### src/rtl/regfile_wb_arbiter_if.sv
// Signal bundle between the WB stage, the MUL/DIV unit, decode and the
// register-file write port.
interface regfile_wb_arbiter_if;
  // Handshakes:
  // - mdu_valid/mdu_ready: a result transfers on a cycle where both are high.
  //   The MDU holds mdu_rd/mdu_data stable and keeps mdu_valid high until
  //   mdu_ready.
  // - pipe_wb_en: the write is taken when pipe_hold is low. When pipe_hold is
  //   high, the WB stage re-presents the same write on the next cycle.
  logic        pipe_wb_en;
  logic [4:0]  pipe_rd;
  logic [31:0] pipe_data;
  logic        pipe_hold;
  logic        mdu_valid;
  logic [4:0]  mdu_rd;
  logic [31:0] mdu_data;
  logic        mdu_ready;
  logic        issue_en;
  logic [4:0]  issue_rd;
  logic [4:0]  id_rs1;
  logic [4:0]  id_rs2;
  logic [4:0]  id_rd;
  logic        id_stall;
  logic        wb_en;
  logic [4:0]  rd_index;
  logic [31:0] wb_data;
  logic        sb_err;

  modport slave (
    input  pipe_wb_en, pipe_rd, pipe_data, mdu_valid, mdu_rd, mdu_data,
           issue_en, issue_rd, id_rs1, id_rs2, id_rd,
    output pipe_hold, mdu_ready, id_stall, wb_en, rd_index, wb_data, sb_err
  );

  modport master (
    output pipe_wb_en, pipe_rd, pipe_data, mdu_valid, mdu_rd, mdu_data,
           issue_en, issue_rd, id_rs1, id_rs2, id_rd,
    input  pipe_hold, mdu_ready, id_stall, wb_en, rd_index, wb_data, sb_err
  );
endinterface

### src/rtl/regfile_wb_arbiter.sv
// Register-file write-port arbiter between the WB stage and the MDU, with
// starvation protection and a pending-result scoreboard for decode hazards.
module regfile_wb_arbiter #(
  parameter int STARVE_LIMIT = 4,
  parameter int CNT_W        = 3
) (
  input  logic                  clk,
  input  logic                  rst_n,
  regfile_wb_arbiter_if.slave   bus,
  output logic [1:0]            dbg_state
);

  typedef enum logic [1:0] {
    IDLE  = 2'd0,
    WAIT  = 2'd1,
    FORCE = 2'd2
  } state_t;

  state_t             state_q, state_d;
  logic [CNT_W-1:0]   cnt_q, cnt_d, cnt_inc;
  logic               hold_q;
  logic [31:0]        pend_q, pend_d, set_mask, clr_mask;
  logic               err_q, err_d;
  logic               pipe_req, pipe_gnt, mdu_gnt;

  // Grant is gated by rst_n so nothing reaches the register file during reset.
  always_comb begin
    pipe_req = bus.pipe_wb_en & (bus.pipe_rd != 5'd0);
    pipe_gnt = 1'b0;
    mdu_gnt  = 1'b0;
    if (rst_n) begin
      if (state_q == FORCE) begin
        mdu_gnt = bus.mdu_valid;
      end else begin
        pipe_gnt = pipe_req;
        mdu_gnt  = bus.mdu_valid & ~pipe_req;
      end
    end
  end

  always_comb begin
    bus.wb_en    = 1'b0;
    bus.rd_index = 5'd0;
    bus.wb_data  = 32'd0;
    if (pipe_gnt) begin
      bus.wb_en    = 1'b1;
      bus.rd_index = bus.pipe_rd;
      bus.wb_data  = bus.pipe_data;
    end else if (mdu_gnt) begin
      bus.wb_en    = (bus.mdu_rd != 5'd0);
      bus.rd_index = bus.mdu_rd;
      bus.wb_data  = bus.mdu_data;
    end
  end

  assign bus.mdu_ready = mdu_gnt;
  assign bus.pipe_hold = hold_q;
  assign bus.sb_err    = err_q;
  assign dbg_state     = state_q;

  always_comb begin
    state_d = state_q;
    cnt_d   = cnt_q;
    cnt_inc = cnt_q + 1'b1;
    case (state_q)
      IDLE: begin
        cnt_d = '0;
        if (bus.mdu_valid & pipe_req) begin
          cnt_d   = CNT_W'(1);
          state_d = (STARVE_LIMIT == 1) ? FORCE : WAIT;
        end
      end
      WAIT: begin
        // A dropped mdu_valid here is a protocol violation; recover to IDLE.
        if (!bus.mdu_valid || mdu_gnt) begin
          state_d = IDLE;
          cnt_d   = '0;
        end else begin
          cnt_d = cnt_inc;
          if (cnt_inc == CNT_W'(STARVE_LIMIT)) state_d = FORCE;
        end
      end
      FORCE: begin
        state_d = IDLE;
        cnt_d   = '0;
      end
      default: begin
        state_d = IDLE;
        cnt_d   = '0;
      end
    endcase
  end

  // A new issue to the index being retired this cycle keeps the bit set.
  always_comb begin
    set_mask = (bus.issue_en && bus.issue_rd != 5'd0) ? (32'd1 << bus.issue_rd) : 32'd0;
    clr_mask = (mdu_gnt && bus.mdu_rd != 5'd0) ? (32'd1 << bus.mdu_rd) : 32'd0;
    pend_d   = (pend_q & ~clr_mask) | set_mask;
    err_d    = err_q | (|(set_mask & pend_q & ~clr_mask));
  end

  assign bus.id_stall = (pend_q[bus.id_rs1] & (bus.id_rs1 != 5'd0)) |
                        (pend_q[bus.id_rs2] & (bus.id_rs2 != 5'd0)) |
                        (pend_q[bus.id_rd]  & (bus.id_rd  != 5'd0));

  always_ff @(posedge clk or negedge rst_n) begin
    if (!rst_n) begin
      state_q <= IDLE;
      cnt_q   <= '0;
      hold_q  <= 1'b0;
      pend_q  <= 32'd0;
      err_q   <= 1'b0;
    end else begin
      state_q <= state_d;
      cnt_q   <= cnt_d;
      hold_q  <= (state_d == FORCE);
      pend_q  <= pend_d;
      err_q   <= err_d;
    end
  end

endmodule

### src/flat_wrapper.sv
// flat-port wrapper written by rule: the top's interface ports become plain ports
module regfile_wb_arbiter_flat 
#(
  parameter int STARVE_LIMIT = 4,
  parameter int CNT_W        = 3
)
  (clk, rst_n, dbg_state, bus_pipe_wb_en, bus_pipe_rd, bus_pipe_data, bus_mdu_valid, bus_mdu_rd, bus_mdu_data, bus_issue_en, bus_issue_rd, bus_id_rs1, bus_id_rs2, bus_id_rd, bus_pipe_hold, bus_mdu_ready, bus_id_stall, bus_wb_en, bus_rd_index, bus_wb_data, bus_sb_err);
  regfile_wb_arbiter_if bus_i ();
  input  logic clk;
  input  logic rst_n;
  output logic [1:0] dbg_state;
  input wire logic [$bits(bus_i.pipe_wb_en)-1:0] bus_pipe_wb_en;
  input wire logic [$bits(bus_i.pipe_rd)-1:0] bus_pipe_rd;
  input wire logic [$bits(bus_i.pipe_data)-1:0] bus_pipe_data;
  input wire logic [$bits(bus_i.mdu_valid)-1:0] bus_mdu_valid;
  input wire logic [$bits(bus_i.mdu_rd)-1:0] bus_mdu_rd;
  input wire logic [$bits(bus_i.mdu_data)-1:0] bus_mdu_data;
  input wire logic [$bits(bus_i.issue_en)-1:0] bus_issue_en;
  input wire logic [$bits(bus_i.issue_rd)-1:0] bus_issue_rd;
  input wire logic [$bits(bus_i.id_rs1)-1:0] bus_id_rs1;
  input wire logic [$bits(bus_i.id_rs2)-1:0] bus_id_rs2;
  input wire logic [$bits(bus_i.id_rd)-1:0] bus_id_rd;
  output wire logic [$bits(bus_i.pipe_hold)-1:0] bus_pipe_hold;
  output wire logic [$bits(bus_i.mdu_ready)-1:0] bus_mdu_ready;
  output wire logic [$bits(bus_i.id_stall)-1:0] bus_id_stall;
  output wire logic [$bits(bus_i.wb_en)-1:0] bus_wb_en;
  output wire logic [$bits(bus_i.rd_index)-1:0] bus_rd_index;
  output wire logic [$bits(bus_i.wb_data)-1:0] bus_wb_data;
  output wire logic [$bits(bus_i.sb_err)-1:0] bus_sb_err;
  assign bus_i.pipe_wb_en = bus_pipe_wb_en;
  assign bus_i.pipe_rd = bus_pipe_rd;
  assign bus_i.pipe_data = bus_pipe_data;
  assign bus_i.mdu_valid = bus_mdu_valid;
  assign bus_i.mdu_rd = bus_mdu_rd;
  assign bus_i.mdu_data = bus_mdu_data;
  assign bus_i.issue_en = bus_issue_en;
  assign bus_i.issue_rd = bus_issue_rd;
  assign bus_i.id_rs1 = bus_id_rs1;
  assign bus_i.id_rs2 = bus_id_rs2;
  assign bus_i.id_rd = bus_id_rd;
  assign bus_pipe_hold = bus_i.pipe_hold;
  assign bus_mdu_ready = bus_i.mdu_ready;
  assign bus_id_stall = bus_i.id_stall;
  assign bus_wb_en = bus_i.wb_en;
  assign bus_rd_index = bus_i.rd_index;
  assign bus_wb_data = bus_i.wb_data;
  assign bus_sb_err = bus_i.sb_err;
  regfile_wb_arbiter #(.STARVE_LIMIT(STARVE_LIMIT), .CNT_W(CNT_W)) u_core (.clk(clk), .rst_n(rst_n), .bus(bus_i), .dbg_state(dbg_state));
endmodule
### config.mk
export PLATFORM = sky130hd
export DESIGN_NAME = regfile_wb_arbiter_flat
export DESIGN_NICKNAME = d
export VERILOG_FILES = /design/src/rtl/regfile_wb_arbiter_if.sv /design/src/rtl/regfile_wb_arbiter.sv /design/src/flat_wrapper.sv
export SDC_FILE = /design/constraint.sdc
export NUM_CORES = 1
export LEC_CHECK = 0
export ABC_AREA = 1
export ABC_CLOCK_PERIOD_IN_PS = 3800
export BUFFER_PORTS_ARGS = -buffer_cell sky130_fd_sc_hd__buf_2
export CAP_MARGIN = 20
export CORE_ASPECT_RATIO = 0.7
export CORE_MARGIN = 4
export CORE_UTILIZATION = 55
export CTS_CLUSTER_SIZE = 25
export DETAILED_ROUTE_END_ITERATION = 7
export PLACE_DENSITY = 0.87
export SYNTH_ARGS = -nofsm -noshare
export SYNTH_HDL_FRONTEND = slang
export SYNTH_SLANG_ARGS = --single-unit
### constraint.sdc
create_clock -name clk -period 3.8 [get_ports clk]
set_input_delay 0.76 -clock clk [delete_from_list [all_inputs] [get_ports clk]]
set_output_delay 0.76 -clock clk [all_outputs]
set_load 0.005 [all_outputs]
# Yosys cells after proc, flatten, opt, wreduce, memory -nomap -nowiden

Index checks and enable logic that the tools add are counted.

Register bits after elaboration: 39
Input port bits: 99
Output and inout port bits: 44
Logic and storage cells: 67

Shift-type cells: 2
Multiplexer cells: 25
$lt $le $gt $ge: 3
$add $sub $neg: 1
Reduce and logical (&&, ||, !) cells: 12
Eq/ne operators: 4
Bitwise gates (word level): 15

Operator list:

| cell                                                        | count |
|---|---|
| two-way mux 32 bit                                          | 4 |
| AND 32 bit                                                  | 3 |
| left shift 1 x 5 -> 32 bit (first input constant)           | 2 |
| inverter 32 bit                                             | 1 |
| OR 32 bit                                                   | 1 |
| OR reduction 32 bit                                         | 1 |
| nonzero test 5 bit                                          | 6 |
| less-than comparator 5 x 6 -> 1 bit (second input constant) | 3 |
| binary-select mux 1 bit (select 5 bit)                      | 3 |
| two-way mux 1 bit                                           | 10 |
| two-way mux 5 bit                                           | 2 |
| AND 1 bit                                                   | 6 |
| two-way mux 2 bit                                           | 3 |
| one-hot mux 3 bit (2 select lines)                          | 1 |
| equality test 2 bit (second input constant)                 | 2 |
| one-hot mux 2 bit (2 select lines)                          | 1 |
| adder 3 x 1 -> 3 bit (second input constant)                | 1 |
| equality test 3 bit (second input constant)                 | 1 |
| two-way mux 3 bit                                           | 1 |
| OR 1 bit                                                    | 3 |
| equality test 2 x 1 -> 1 bit (second input constant)        | 1 |
| logical AND 1 bit                                           | 2 |
| logical NOT 2 bit                                           | 1 |
| logical NOT 1 bit                                           | 1 |
| 2 further kinds                                             | 2 |

# Logic depth before layout (Yosys ltp)

Gate-level depths: netlist (run 1).

Depth after elaboration: 12
Mapped depth: 12
Gate-level depth less buffers: 12

# Worst setup path before layout (run 1)

OpenSTA, ideal clock, no wires.

Path type: input to output
From: in bus_id_rd[0]
To: out bus_id_stall
Arrival: 1.736 ns
Data required time: 3.040 ns
Slack: 1.304 ns
Path buffers: 2
Cell stages on the path: 11
Path through: buf_2 -> inv_1 -> buf_2 -> o21ai_0 -> nand2_1 -> nand2_1 -> nand3_1 -> nand2_1 -> inv_1 -> o21ai_1 -> nand3_1

Longest elaborated chain between the ends: 4
Elaborated cells on any way between the ends: 5
Classes of those cells: mux: 2; bitwise: 2; reduce/logical: 1

RTL lines:

| element                                 | line                      | text |
|---|---|---|
| from (decl)                             | flat_wrapper.sv:22        | `input wire logic [$bits(bus_i.id_rd)-1:0] bus_id_rd;` |
| binary-select mux 1 bit (select 5 bit)  | regfile_wb_arbiter.sv:104 | `(pend_q[bus.id_rd] & (bus.id_rd != 5'd0));` |
| two-way mux 1 bit (not written as such) | regfile_wb_arbiter.sv:104 |  |
| AND 1 bit (*)                           | regfile_wb_arbiter.sv:104 |  |
| OR 1 bit (*)                            | regfile_wb_arbiter.sv:103 | `(pend_q[bus.id_rs2] & (bus.id_rs2 != 5'd0)) \|` |
| to (decl)                               | flat_wrapper.sv:25        | `output wire logic [$bits(bus_i.id_stall)-1:0] bus_id_stall;` |

Mark *: on every way between the ends. The rest lies on a longest branch, timed or not. The select of a mux whose other input is x is not followed.

# Final worst setup path (run 1)

From: in bus_pipe_rd[2]
To: out bus_wb_data[0]

Longest elaborated chain between the ends: 8
Elaborated cells on any way between the ends: 10
Classes of those cells: mux: 6; bitwise: 3; reduce/logical: 1

RTL lines:

| element                | line                     | text |
|---|---|---|
| from (decl)            | flat_wrapper.sv:13       | `input wire logic [$bits(bus_i.pipe_rd)-1:0] bus_pipe_rd;` |
| nonzero test 5 bit (*) | regfile_wb_arbiter.sv:28 | `pipe_req = bus.pipe_wb_en & (bus.pipe_rd != 5'd0);` |
| AND 1 bit (*)          | regfile_wb_arbiter.sv:28 |  |
| inverter 1 bit         | regfile_wb_arbiter.sv:36 | `mdu_gnt = bus.mdu_valid & ~pipe_req;` |
| AND 1 bit              | regfile_wb_arbiter.sv:36 |  |
| two-way mux 1 bit      | regfile_wb_arbiter.sv:32 | `if (state_q == FORCE) begin` |
| two-way mux 1 bit      | regfile_wb_arbiter.sv:31 | `if (rst_n) begin` |
| two-way mux 32 bit     | regfile_wb_arbiter.sv:49 | `end else if (mdu_gnt) begin` |
| two-way mux 32 bit (*) | regfile_wb_arbiter.sv:45 | `if (pipe_gnt) begin` |
| to (decl)              | flat_wrapper.sv:28       | `output wire logic [$bits(bus_i.wb_data)-1:0] bus_wb_data;` |

Mark *: on every way between the ends. The rest lies on a longest branch, timed or not.

==> results of run 1 <==
stage by stage:
step / hold slack (ns) / instances
2_1_floorplan: 0.440 / 710
3_3_place_gp: 0.407 / 913
3_5_place_dp: 0.399 / 913
4_1_cts: 0.286 / 921
5_1_grt: 0.286 / 921
6_report: 0.283 / 921
cell usage after synthesis:
| cell type | instances | share of area |
|---|---|---|
| sky130_fd_sc_hd__nand2_1 | 203 | 0.19 |
| sky130_fd_sc_hd__a31oi_2 | 1 | 0.0031 |
| sky130_fd_sc_hd__inv_2 | 4 | 0.0037 |
| sky130_fd_sc_hd__o22ai_1 | 5 | 0.0077 |
| sky130_fd_sc_hd__xnor2_1 | 1 | 0.0021 |
| sky130_fd_sc_hd__o21ai_0 | 84 | 0.10 |
| sky130_fd_sc_hd__buf_12 | 3 | 0.015 |
| sky130_fd_sc_hd__nand2_2 | 1 | 0.0015 |
| sky130_fd_sc_hd__o21ai_1 | 1 | 0.0012 |
| sky130_fd_sc_hd__or2_4 | 1 | 0.0021 |
| sky130_fd_sc_hd__nand3_1 | 37 | 0.045 |
| sky130_fd_sc_hd__nand3_2 | 1 | 0.0025 |
| sky130_fd_sc_hd__o211ai_1 | 6 | 0.011 |
| sky130_fd_sc_hd__dfrtp_1 | 39 | 0.24 |
| sky130_fd_sc_hd__a21oi_1 | 44 | 0.054 |
| sky130_fd_sc_hd__inv_1 | 103 | 0.095 |
| sky130_fd_sc_hd__buf_2 | 22 | 0.027 |
| sky130_fd_sc_hd__nor2_1 | 81 | 0.075 |
| sky130_fd_sc_hd__nor2_2 | 2 | 0.0031 |
| sky130_fd_sc_hd__ha_1 | 2 | 0.0061 |
| sky130_fd_sc_hd__clkbuf_1 | 11 | 0.010 |
| sky130_fd_sc_hd__nand4_1 | 38 | 0.058 |
| sky130_fd_sc_hd__nor3_1 | 4 | 0.0049 |
| sky130_fd_sc_hd__or2_2 | 2 | 0.0031 |
| sky130_fd_sc_hd__o2111ai_1 | 1 | 0.0021 |
| sky130_fd_sc_hd__nand4_2 | 11 | 0.034 |
| sky130_fd_sc_hd__buf_4 | 2 | 0.0037 |
path summary, 6_finish.rpt:
check	slack [ns]	to	cells past startpoint
setup / recovery	0.83	bus_wb_data[0]	9
min in group clk	0.42	u_core.pend_q[0]$_DFF_PN0_	0
hold reg to reg	0.42	u_core.pend_q[0]$_DFF_PN0_	0
max in group asynchronous	2.79	u_core.pend_q[21]$_DFF_PN0_	2
hold / removal	0.28	u_core.bus.pipe_hold$_DFF_PN0_	1
setup reg to reg	1.60	u_core.bus.sb_err$_DFF_PN0_	11
cell usage in the layout, fill, tap and decap left out, drive strengths merged, types with 6 or more instances in the layout:
master  netlist  final
nor2         83     83
nand4        49     49
a21oi        44     44
nand3        38     38
inv         107    107
o211ai        6      6
o21ai        85     85
dfrtp        39     39
buf          27    147
clkbuf       11      6
nand2       204    204
power groups by stage:
stage | Clock [W] | Combinational, W | Sequential [W]
6_report | 0.000318 | 0.000500 | 0.000606
2_1_floorplan | 0 | 0.000313 | 0.000559
3_5_place_dp | 0 | 0.000485 | 0.000606
4_1_cts | 0.000314 | 0.000486 | 0.000599
3_3_place_gp | 0 | 0.000471 | 0.000608
5_1_grt | 0.000332 | 0.000563 | 0.000615
flip-flops by register name, summed over array words and instances, names as in the netlist:
register,cells
u_core.cnt_q,3
u_core.dbg_state,2
u_core.bus.sb_err,1
u_core.pend_q,32
u_core.bus.pipe_hold,1
worst max-delay path, stage by stage:
cell and delay [ns]:
sky130_fd_sc_hd__buf_2 0.11, sky130_fd_sc_hd__nor2_1 0.10, sky130_fd_sc_hd__nand3_1 0.16, sky130_fd_sc_hd__nand3_2 0.12
sky130_fd_sc_hd__nand2_2 0.12, sky130_fd_sc_hd__inv_2 0.43, sky130_fd_sc_hd__nand2_1 0.14, sky130_fd_sc_hd__o21ai_0 0.12
sky130_fd_sc_hd__buf_2 0.15
area by class of cell:
class | instances | area, um^2
inverter | 107 | 402
sequential | 39 | 976
multi-input combinational | 526 | 2470
timing repair buffer | 147 | 748
clock inverter | 2 | 16.3
fill | 660 | 2160
clock buffer | 6 | 82.6
tap | 94 | 118
logic make-up after synthesis:
family / count (synthesis)
fa+ha+maj: 2
xor+xnor: 1
buf+inv: 145
simple gates: 381
flops: 39
compound gates: 142
layer usage:
metal  share of wire  vias up  global-route usage
li1                -     2536                   -
met1            0.42     2326               0.473
met2            0.43      349               0.525
met3            0.13       28              0.0659
met4           0.017        0              0.0689
met5               0        -                   0
==> results.tsv, run 1 <==
metric	value	unit
outcome	finished clean	
buffer_ports.inserted	142	
netSwitchingPower	0.000607	W
antennaDiodeCount	0	
hold_path_class	input port to async pin	
synth_cell_types	27	
cap_viol_max_count	0	
timing.fmax	337	MHz
clock_power_share	0.223	
setup.worst_path.class	input port to output port	
yosysSeqAreaShare	0.239	
critical_path.endpoint_type	output port	
setup_ws	0.831	ns
number_of_hold_buffers_added_after_cts	0	
die_area	8880	um^2
power_report.internal_total	0.000817	W
power.share.combinational	0.351	
synth_compound_gate_area_share	0.182	
rows	25	
synth_xor_area_frac	0.00215	
yosys_register_bits	39	
place.gp.congestion	0.980	
core_region_area	6980	um^2
critPathLaunchType	input port	
adder_cell_fraction_of_synth_area	0.00614	
critPathLaunch	bus_pipe_rd[2]	
clock_insertion_delay_worst_skew	0.31	ns
totalWireLength	14.9	mm
finalSetupViolations	0	
postPlaceCellArea	4720	um^2
ctsHtreeMaxLevel	2	
avgViaCountPerCell	5.69	
dieHeight	80.0	um
grt_util_all_layers	0.333	
layout_min_cycle_time	2.97	ns
detailedRoute.firstPassIterationCount	5	
synth_top_family_by_area	simple AND/OR/NAND/NOR gates	
drt.antenna.violating_nets	0	
ctsLongestPathBuffers	2	
leakagePower	2.80	nW
worst_setup_hold_path_clk_slew	0.09	ns
report.final.slew_viol_count	0	
yosys.area_share.simple	0.416	
post-place-ws	0.859	ns
rr_startpoint	u_core.dbg_state[0]$_DFF_PN0_	
synthesis.instances	710	
synth.cell_area	4080	um^2
post_cts_setup_buffer_count	0	
vias	5239	
final_core_utilization	0.690	
final_design_area_no_fill	4820	um^2
vias_in_the_first_global_route	4656	
finalNetCount	927	
clock-sinks	39	
synth.net_count	811	
tritoncts.num_buffers	5	
antenna_found_initial	0	
grt_start_max_net_pins	39	
finalClockSkew	0.00819	ns
drt-initial-drc-count	713	
grt_first_pass_wirelength	23.6	mm
syn_avg_cell_area	5.74	um^2
starting_density	0.585	
max-vdd-ir-drop	0.000249	V
p_total	0.00142	W
grt-ovfl-total	0	
period_share	0.781	
number_of_top_level_pins	143	
synth-warning-count	0	
clockRootBuffer	sky130_fd_sc_hd__clkbuf_8	
netSwitchingFraction	0.426	
timing.critical_path.required	3.04	ns
worstPathMaxFanout	35	
hold_violations	0	
dieWidth	111	um
clock_tree_from_tritoncts	yes	
post_synthesis_mux_area_share	0	
area_growth	18.1	%
drive_gt1_frac	0.215	
sequentialPowerShare	0.426	
worst_slew_margin_rel	0.640	
cellPowerDensity	296	nW/um^2
postCtsResizedCells	0	
drt-wirelength-per-cell	16.2	um
timing.critical_path.arrival	2.21	ns
max_slew.worst_pin.slew	0.540	ns
unrepaired_setup_endpoints_after_global_routing	false	
drc	0	
setup_total_negative_slack	0	ns
hpwlAfterDp	12.0	mm
Power figures use the tool's default switching activity.
==> run 2: changes to the inputs <==
Settings changed: ABC_CLOCK_PERIOD_IN_PS 3800 to 2950, CORE_UTILIZATION 55 to 52, PLACE_DENSITY 0.87 to 0.83.
Clock period 3.8 ns to 2.95 ns, I/O delays scaled along.
==> run 2 against run 1 <==
Final cell count rose by 0.76%. Sequential share of layout area decreased by 0.12 points. Setup slack got worse by 0.57 ns. Clock power rose by 28%. Cell area up 0.57%. Worst hold slack improved by 0.11 ns. Sequential cell count did not move. Clock-buffer cell count stayed put. Non-clock buffer count increased by 3. Routed wire length grew 2.4%. First-iteration DRC count rose by 14%.
==> results.tsv, run 2 (synthesized netlist as in run 1, its figures left out) <==
metric	value	unit	change
timing.critical_path.slowest_stage_cell	sky130_fd_sc_hd__dfrtp_1		
finalClockSkew	0.00846	ns	+0.000271 ns
worstPathMaxFanout	26		-26%
max-vdd-ir-drop	0.000320	V	+29%
place.gp.congestion	0.948		-3.3%
hold_path_class	flip-flop to flip-flop		
die_area	9350	um^2	+5.3%
layout_min_cycle_time	2.69	ns	
antenna_found_initial	0		unchanged
number_of_top_level_pins	143		unchanged
critPathLaunchType	flip-flop		
vias	5207		-0.61%
rr_startpoint	u_core.dbg_state[0]$_DFF_PN0_		
drt-initial-drc-count	814		+14%
cellPowerDensity	377	nW/um^2	+27%
critPathLaunch	u_core.dbg_state[0]$_DFF_PN0_		
avgViaCountPerCell	5.61		-1.4%
drt.antenna.violating_nets	0		unchanged
ctsHtreeMaxLevel	2		unchanged
grt_util_all_layers	0.326		-0.00629
worst_setup_hold_path_clk_slew	0.09	ns	about the same
outcome	finished clean		
setup_total_negative_slack	0	ns	unchanged
drc	0		unchanged
dieWidth	114	um	+2.6%
number_of_hold_buffers_added_after_cts	0		unchanged
area_growth	18.8	%	
cp_cell_sequence	or2_4 > nand3_2 > nand2_2 > inv_2 > buf_4 > nand2_1 > o21ai_0 > buf_2		
timing.critical_path.arrival	2.10	ns	-0.11 ns
hpwlAfterDp	12.4	mm	+3.5%
vias_in_the_first_global_route	4615		-0.88%
sequentialPowerShare	0.424		-0.002
leakagePower	2.81	nW	+0.53%
drive_gt1_frac	0.218		+0.00284
netSwitchingFraction	0.421		-0.00499
totalWireLength	15.3	mm	+2.4%
worst_slew_margin_rel	0.655		+0.0153
ctsLongestPathBuffers	2		unchanged
power_report.internal_total	0.00106	W	+29%
power.share.combinational	0.353		+0.002
drt-wirelength-per-cell	16.5	um	+1.6%
reg2reg_slack	0.78	ns	-0.82 ns
reg2reg_depth	10		-1
tritoncts.num_buffers	5		unchanged
antennaDiodeCount	0		unchanged
finalNetCount	930		+0.32%
filler_cell_count	677		+2.6%
cap_viol_max_count	0		unchanged
starting_density	0.547		-0.0372
clock_tree_from_tritoncts	yes		
report.final.slew_viol_count	0		unchanged
grt_start_max_net_pins	40		+2.6%
timing.fmax	372	MHz	
post_cts_setup_buffer_count	0		unchanged
clock-sinks	39		unchanged
rows	26		+4.0%
slowest_delay	0.42	ns	about the same
largest_register_ff_count	32		unchanged
core_region_area	7450	um^2	+6.8%
timing.critical_path.required	2.36	ns	-0.68 ns
postCtsResizedCells	0		unchanged
setup.worst_path.class	flip-flop to output port		
critical_path.endpoint_type	output port		
dieHeight	82.1	um	+2.6%
clockRootBuffer	sky130_fd_sc_hd__clkbuf_8		
hold_violations	0		unchanged
worst_r2r_endpoint	u_core.bus.sb_err$_DFF_PN0_		
detailedRoute.firstPassIterationCount	6		+1
most_frequent_cells_in_the_layout	sky130_fd_sc_hd__nand2_1 (203), sky130_fd_sc_hd__buf_2 (142), sky130_fd_sc_hd__inv_1 (103), sky130_fd_sc_hd__o21ai_0 (84), sky130_fd_sc_hd__nor2_1 (81)		
final_core_utilization	0.650		-0.0403
unrepaired_setup_endpoints_after_global_routing	false		
netSwitchingPower	0.000769	W	+27%
clock_power_share	0.223		about the same
cp-endpoint	bus_wb_data[0]		
buffer_ports.inserted	142		unchanged
max_slew.worst_pin.slew	0.518	ns	-0.0221 ns
most_common_library_cell_in_the_layout_ignoring_fill_and_taps	sky130_fd_sc_hd__nand2_1		
largest-register	u_core.pend_q		
grt-ovfl-total	0		unchanged
period_share	0.911		
finalSetupViolations	0		unchanged
clock_insertion_delay_worst_skew	0.31	ns	about the same
grt_first_pass_wirelength	23.9	mm	+1.1%
==> run 2: changes by cell type in the layout (fill, tap and decap cells not counted), sizes merged <==
cell / delta
buf: +3
==> run 2: power groups by stage <==
stage / logic, W / clock network, W / registers, W
after global placement: 0.000613 / 0 / 0.000774
after global routing: 0.000724 / 0.000438 / 0.000784
after floorplan: 0.000403 / 0 / 0.000721
after CTS: 0.000628 / 0.000407 / 0.000765
after detailed placement: 0.000625 / 0 / 0.000776
final: 0.000643 / 0.000407 / 0.000774
==> run 2: worst max-delay path: cells and delay by family, from the launching register on <==
kind | cells | cell delay [ns]
buffers and inverters | 3 | 0.74
DFF | 1 | 0.42
and+or+nand+nor | 4 | 0.54
AOI/OAI and AO/OA | 1 | 0.08
==> run 2: routing by layer <==
layer	global-route usage	part of all wire	vias to the layer above
met3	0.0983	0.13	30
met1	0.471	0.43	2352
met4	0.0629	0.013	0
li1	-	-	2529
met2	0.485	0.43	296
met5	0	0	-
==> run 2: worst min path at each step <==
stage / start / cells past startpoint / slack (ns) / to
floorplan: rst_n / 0 / 0.29 / u_core.bus.pipe_hold$_DFF_PN0_
global placement: u_core.pend_q[0]$_DFF_PN0_ / 0 / 0.38 / u_core.pend_q[0]$_DFF_PN0_
detailed placement: u_core.pend_q[0]$_DFF_PN0_ / 0 / 0.38 / u_core.pend_q[0]$_DFF_PN0_
CTS: u_core.pend_q[0]$_DFF_PN0_ / 0 / 0.40 / u_core.pend_q[0]$_DFF_PN0_
global route: u_core.pend_q[0]$_DFF_PN0_ / 0 / 0.40 / u_core.pend_q[0]$_DFF_PN0_
finish: u_core.pend_q[0]$_DFF_PN0_ / 0 / 0.39 / u_core.pend_q[0]$_DFF_PN0_
==> run 2: final cells by class <==
cell class / count / area (um^2) / share of cell area
multi-input combinational: 526 / 2470 / 0.511
sequential: 39 / 976 / 0.201
timing repair buffer: 150 / 771 / 0.159
inverter: 107 / 402 / 0.0829
tap: 98 / 123 / 0.0253
clock buffer: 6 / 82.6 / 0.0170
clock inverter: 2 / 16.3 / 0.00336
==> run 2: metrics by stage <==
step	hold WS (ns)	instances	setup slack (ns)	power [W]	instance area [um^2]
after floorplan	0.294	710	0.794	0.00112	4080
after global placement	0.377	920	0.410	0.00139	4740
after detailed placement	0.380	920	0.334	0.00140	4740
after CTS	0.398	928	0.308	0.00180	4840
after global routing	0.404	928	0.100	0.00195	4840
final	0.393	928	0.263	0.00182	4840
==> run 3: changes to the inputs <==
Settings changed: CELL_PAD_IN_SITES_DETAIL_PLACEMENT set to 0, CELL_PAD_IN_SITES_GLOBAL_PLACEMENT set to 1, CORE_UTILIZATION 52 to 34, PLACE_DENSITY 0.83 to unset, PLACE_DENSITY_LB_ADDON set to 0.1.
==> run 3 against run 2 <==
Worst hold slack better by 0.038 ns. Setup slack improved by 0.063 ns. Sequential cell count unchanged. Clock-buffer cell count unchanged. Clock skew is 0.0014 ns lower. Final cell count grew 6.5%. Core utilization decreased by 22 points. Maximum frequency rose by 2.4%. Die area grew 48%. Register-to-register slack improved by 0.04 ns. Largest power group unchanged. Highest routed layer unchanged.
==> results.tsv, run 3 (synthesized netlist as in run 1, its figures left out) <==
metric	value	unit	change
critical_path_buf_inv_count	4		+1
cp_cell_sequence	buf_2 > inv_1 > a21oi_1 > o21ai_0 > nand2_1 > nand2_1 > nand2_1 > o21ai_0 > inv_1 > o21ai_0 > nand3_1 > buf_2		
largest_register_ff_count	32		unchanged
clock_insertion_delay_worst_skew	0.28	ns	-0.03 ns
reg2reg_depth	11		+1
clockRootBuffer	sky130_fd_sc_hd__clkbuf_16		
power.share.combinational	0.310		-0.043
largest-register	u_core.pend_q		
outcome	finished clean		
number_of_top_level_pins	143		unchanged
die_area	13800	um^2	+48%
antennaDiodeCount	0		unchanged
finalNetCount	931		+0.11%
postCtsResizedCells	0		unchanged
drive_gt1_frac	0.219		+0.000941
detailedRoute.firstPassIterationCount	5		-1
setup_total_negative_slack	0	ns	unchanged
setup_ws	0.326	ns	+0.0626 ns
leakagePower	2.86	nW	+1.6%
hold_path_class	flip-flop to flip-flop		
antenna_found_initial	0		unchanged
timing.critical_path.required	2.36	ns	about the same
rr_startpoint	u_core.dbg_state[0]$_DFF_PN0_		
grt_first_pass_wirelength	24.7	mm	+3.6%
drc	0		unchanged
totalWireLength	15.7	mm	+2.6%
timing.critical_path.arrival	2.03	ns	-0.07 ns
power_report.internal_total	0.00129	W	+22%
vias_in_the_first_global_route	4562		-1.1%
clock_power_share	0.313		+0.090
number_of_hold_buffers_added_after_cts	0		unchanged
hpwlAfterDp	12.8	mm	+3.1%
grt-ovfl-total	0		unchanged
cellPowerDensity	418	nW/um^2	+11%
critical_path.endpoint_type	output port		
timing.hold.worst.start	u_core.pend_q[0]$_DFF_PN0_		
rows	33		+27%
post-place-ws	0.323	ns	-0.0110 ns
finalSetupViolations	0		unchanged
buffer_ports.inserted	142		unchanged
max_slew.worst_pin.slew	0.574	ns	+0.0564 ns
critPathLaunchType	input port		
worst_r2r_endpoint	u_core.bus.sb_err$_DFF_PN0_		
postPlaceCellArea	4830	um^2	+1.7%
final_core_utilization	0.427		-0.223
period_share	0.890		-0.0212
clock_tree_from_tritoncts	yes		
vias	5027		-3.5%
starting_density	0.348		-0.200
dieHeight	99.6	um	+21%
ctsHtreeMaxLevel	2		unchanged
drt-initial-drc-count	350		-57%
ctsLongestPathBuffers	2		unchanged
tritoncts.num_buffers	5		unchanged
area_growth	22.7	%	
unrepaired_setup_endpoints_after_global_routing	false		
layout_min_cycle_time	2.62	ns	-0.0626 ns
hold_path_end	u_core.pend_q[0]$_DFF_PN0_		
finalClockSkew	0.00702	ns	-0.00144 ns
netSwitchingPower	0.000802	W	+4.4%
core_region_area	11700	um^2	+57%
worst_setup_hold_path_clk_slew	0.06	ns	-0.03 ns
sequentialPowerShare	0.376		-0.048
worstPathMaxFanout	16		-38%
path_delay_family	buffers and inverters		
post_cts_setup_buffer_count	0		unchanged
grt_util_all_layers	0.223		-0.103
avgViaCountPerCell	5.09		-9.3%
min_path_cells	0		unchanged
drt-wirelength-per-cell	15.9	um	-3.6%
drt.antenna.violating_nets	0		unchanged
max-vdd-ir-drop	0.000256	V	-20%
place.gp.congestion	0.894		-5.7%
setup.worst_path.class	input port to output port		
grt_start_max_net_pins	40		unchanged
timing.critical_path.slowest_stage_cell	sky130_fd_sc_hd__inv_1		
reg2reg_slack	0.82	ns	+0.04 ns
slowest_delay	0.30	ns	-0.12 ns
hold_violations	0		unchanged
clock-sinks	39		unchanged
most_frequent_cells_in_the_layout	sky130_fd_sc_hd__nand2_1 (203), sky130_fd_sc_hd__buf_2 (142), sky130_fd_sc_hd__inv_1 (103), sky130_fd_sc_hd__o21ai_0 (84), sky130_fd_sc_hd__nor2_1 (81)		
final_cells	988		+6.5%
report.final.slew_viol_count	0		unchanged
netSwitchingFraction	0.383		-0.0381
most_common_library_cell_in_the_layout_ignoring_fill_and_taps	sky130_fd_sc_hd__nand2_1		
timing.fmax	381	MHz	+2.4%
dieWidth	139	um	+22%
place_inst	980		+6.5%
cap_viol_max_count	0		unchanged
worst_slew_margin_rel	0.617		-0.0382
final_design_area_no_fill	5000	um^2	+3.3%
[run 3: power by group through the flow]
stage	clock, W	sequential [W]	combinational [W]
floorplan	0	0.000721	0.000403
CTS	0.000671	0.000779	0.000640
global placement	0	0.000793	0.000636
detailed placement	0	0.000789	0.000638
global route	0.000699	0.000798	0.000739
finish	0.000656	0.000788	0.000649
[run 3: worst max path at each step]
stage,to,cells past startpoint,start
global placement,bus_id_stall,12,bus_id_rd[0]
floorplan,bus_id_stall,11,bus_id_rd[0]
global route,bus_id_stall,12,bus_id_rs1[0]
detailed placement,bus_wb_data[5],9,bus_pipe_rd[2]
finish,bus_id_stall,12,bus_id_rs1[0]
CTS,bus_wb_data[5],9,bus_pipe_rd[2]
[run 3: through the flow]
stage          total power [W]  hold WS (ns)
2_1_floorplan          0.00112         0.294
3_3_place_gp           0.00143         0.406
3_5_place_dp           0.00143         0.415
4_1_cts                0.00209         0.431
5_1_grt                0.00224         0.467
6_report               0.00209         0.431
[run 3: layer usage]
metal / up-vias / global-route usage / wire length [um]
li1: 2540 / - / -
met1: 2296 / 0.330 / 7510
met2: 176 / 0.339 / 6700
met3: 15 / 0.0495 / 1340
met4: 0 / 0.0316 / 144
met5: - / 0 / 0
[run 3: final cells by class]
| cell class | instances | area (um^2) |
|---|---|---|
| inverters | 107 | 402 |
| clock inverters | 2 | 38.8 |
| multi-input cells | 526 | 2470 |
| clock buffers | 6 | 139 |
| well taps | 157 | 196 |
| flip-flops and latches | 39 | 976 |
| fillers | 1325 | 6720 |
| repair buffers | 151 | 778 |
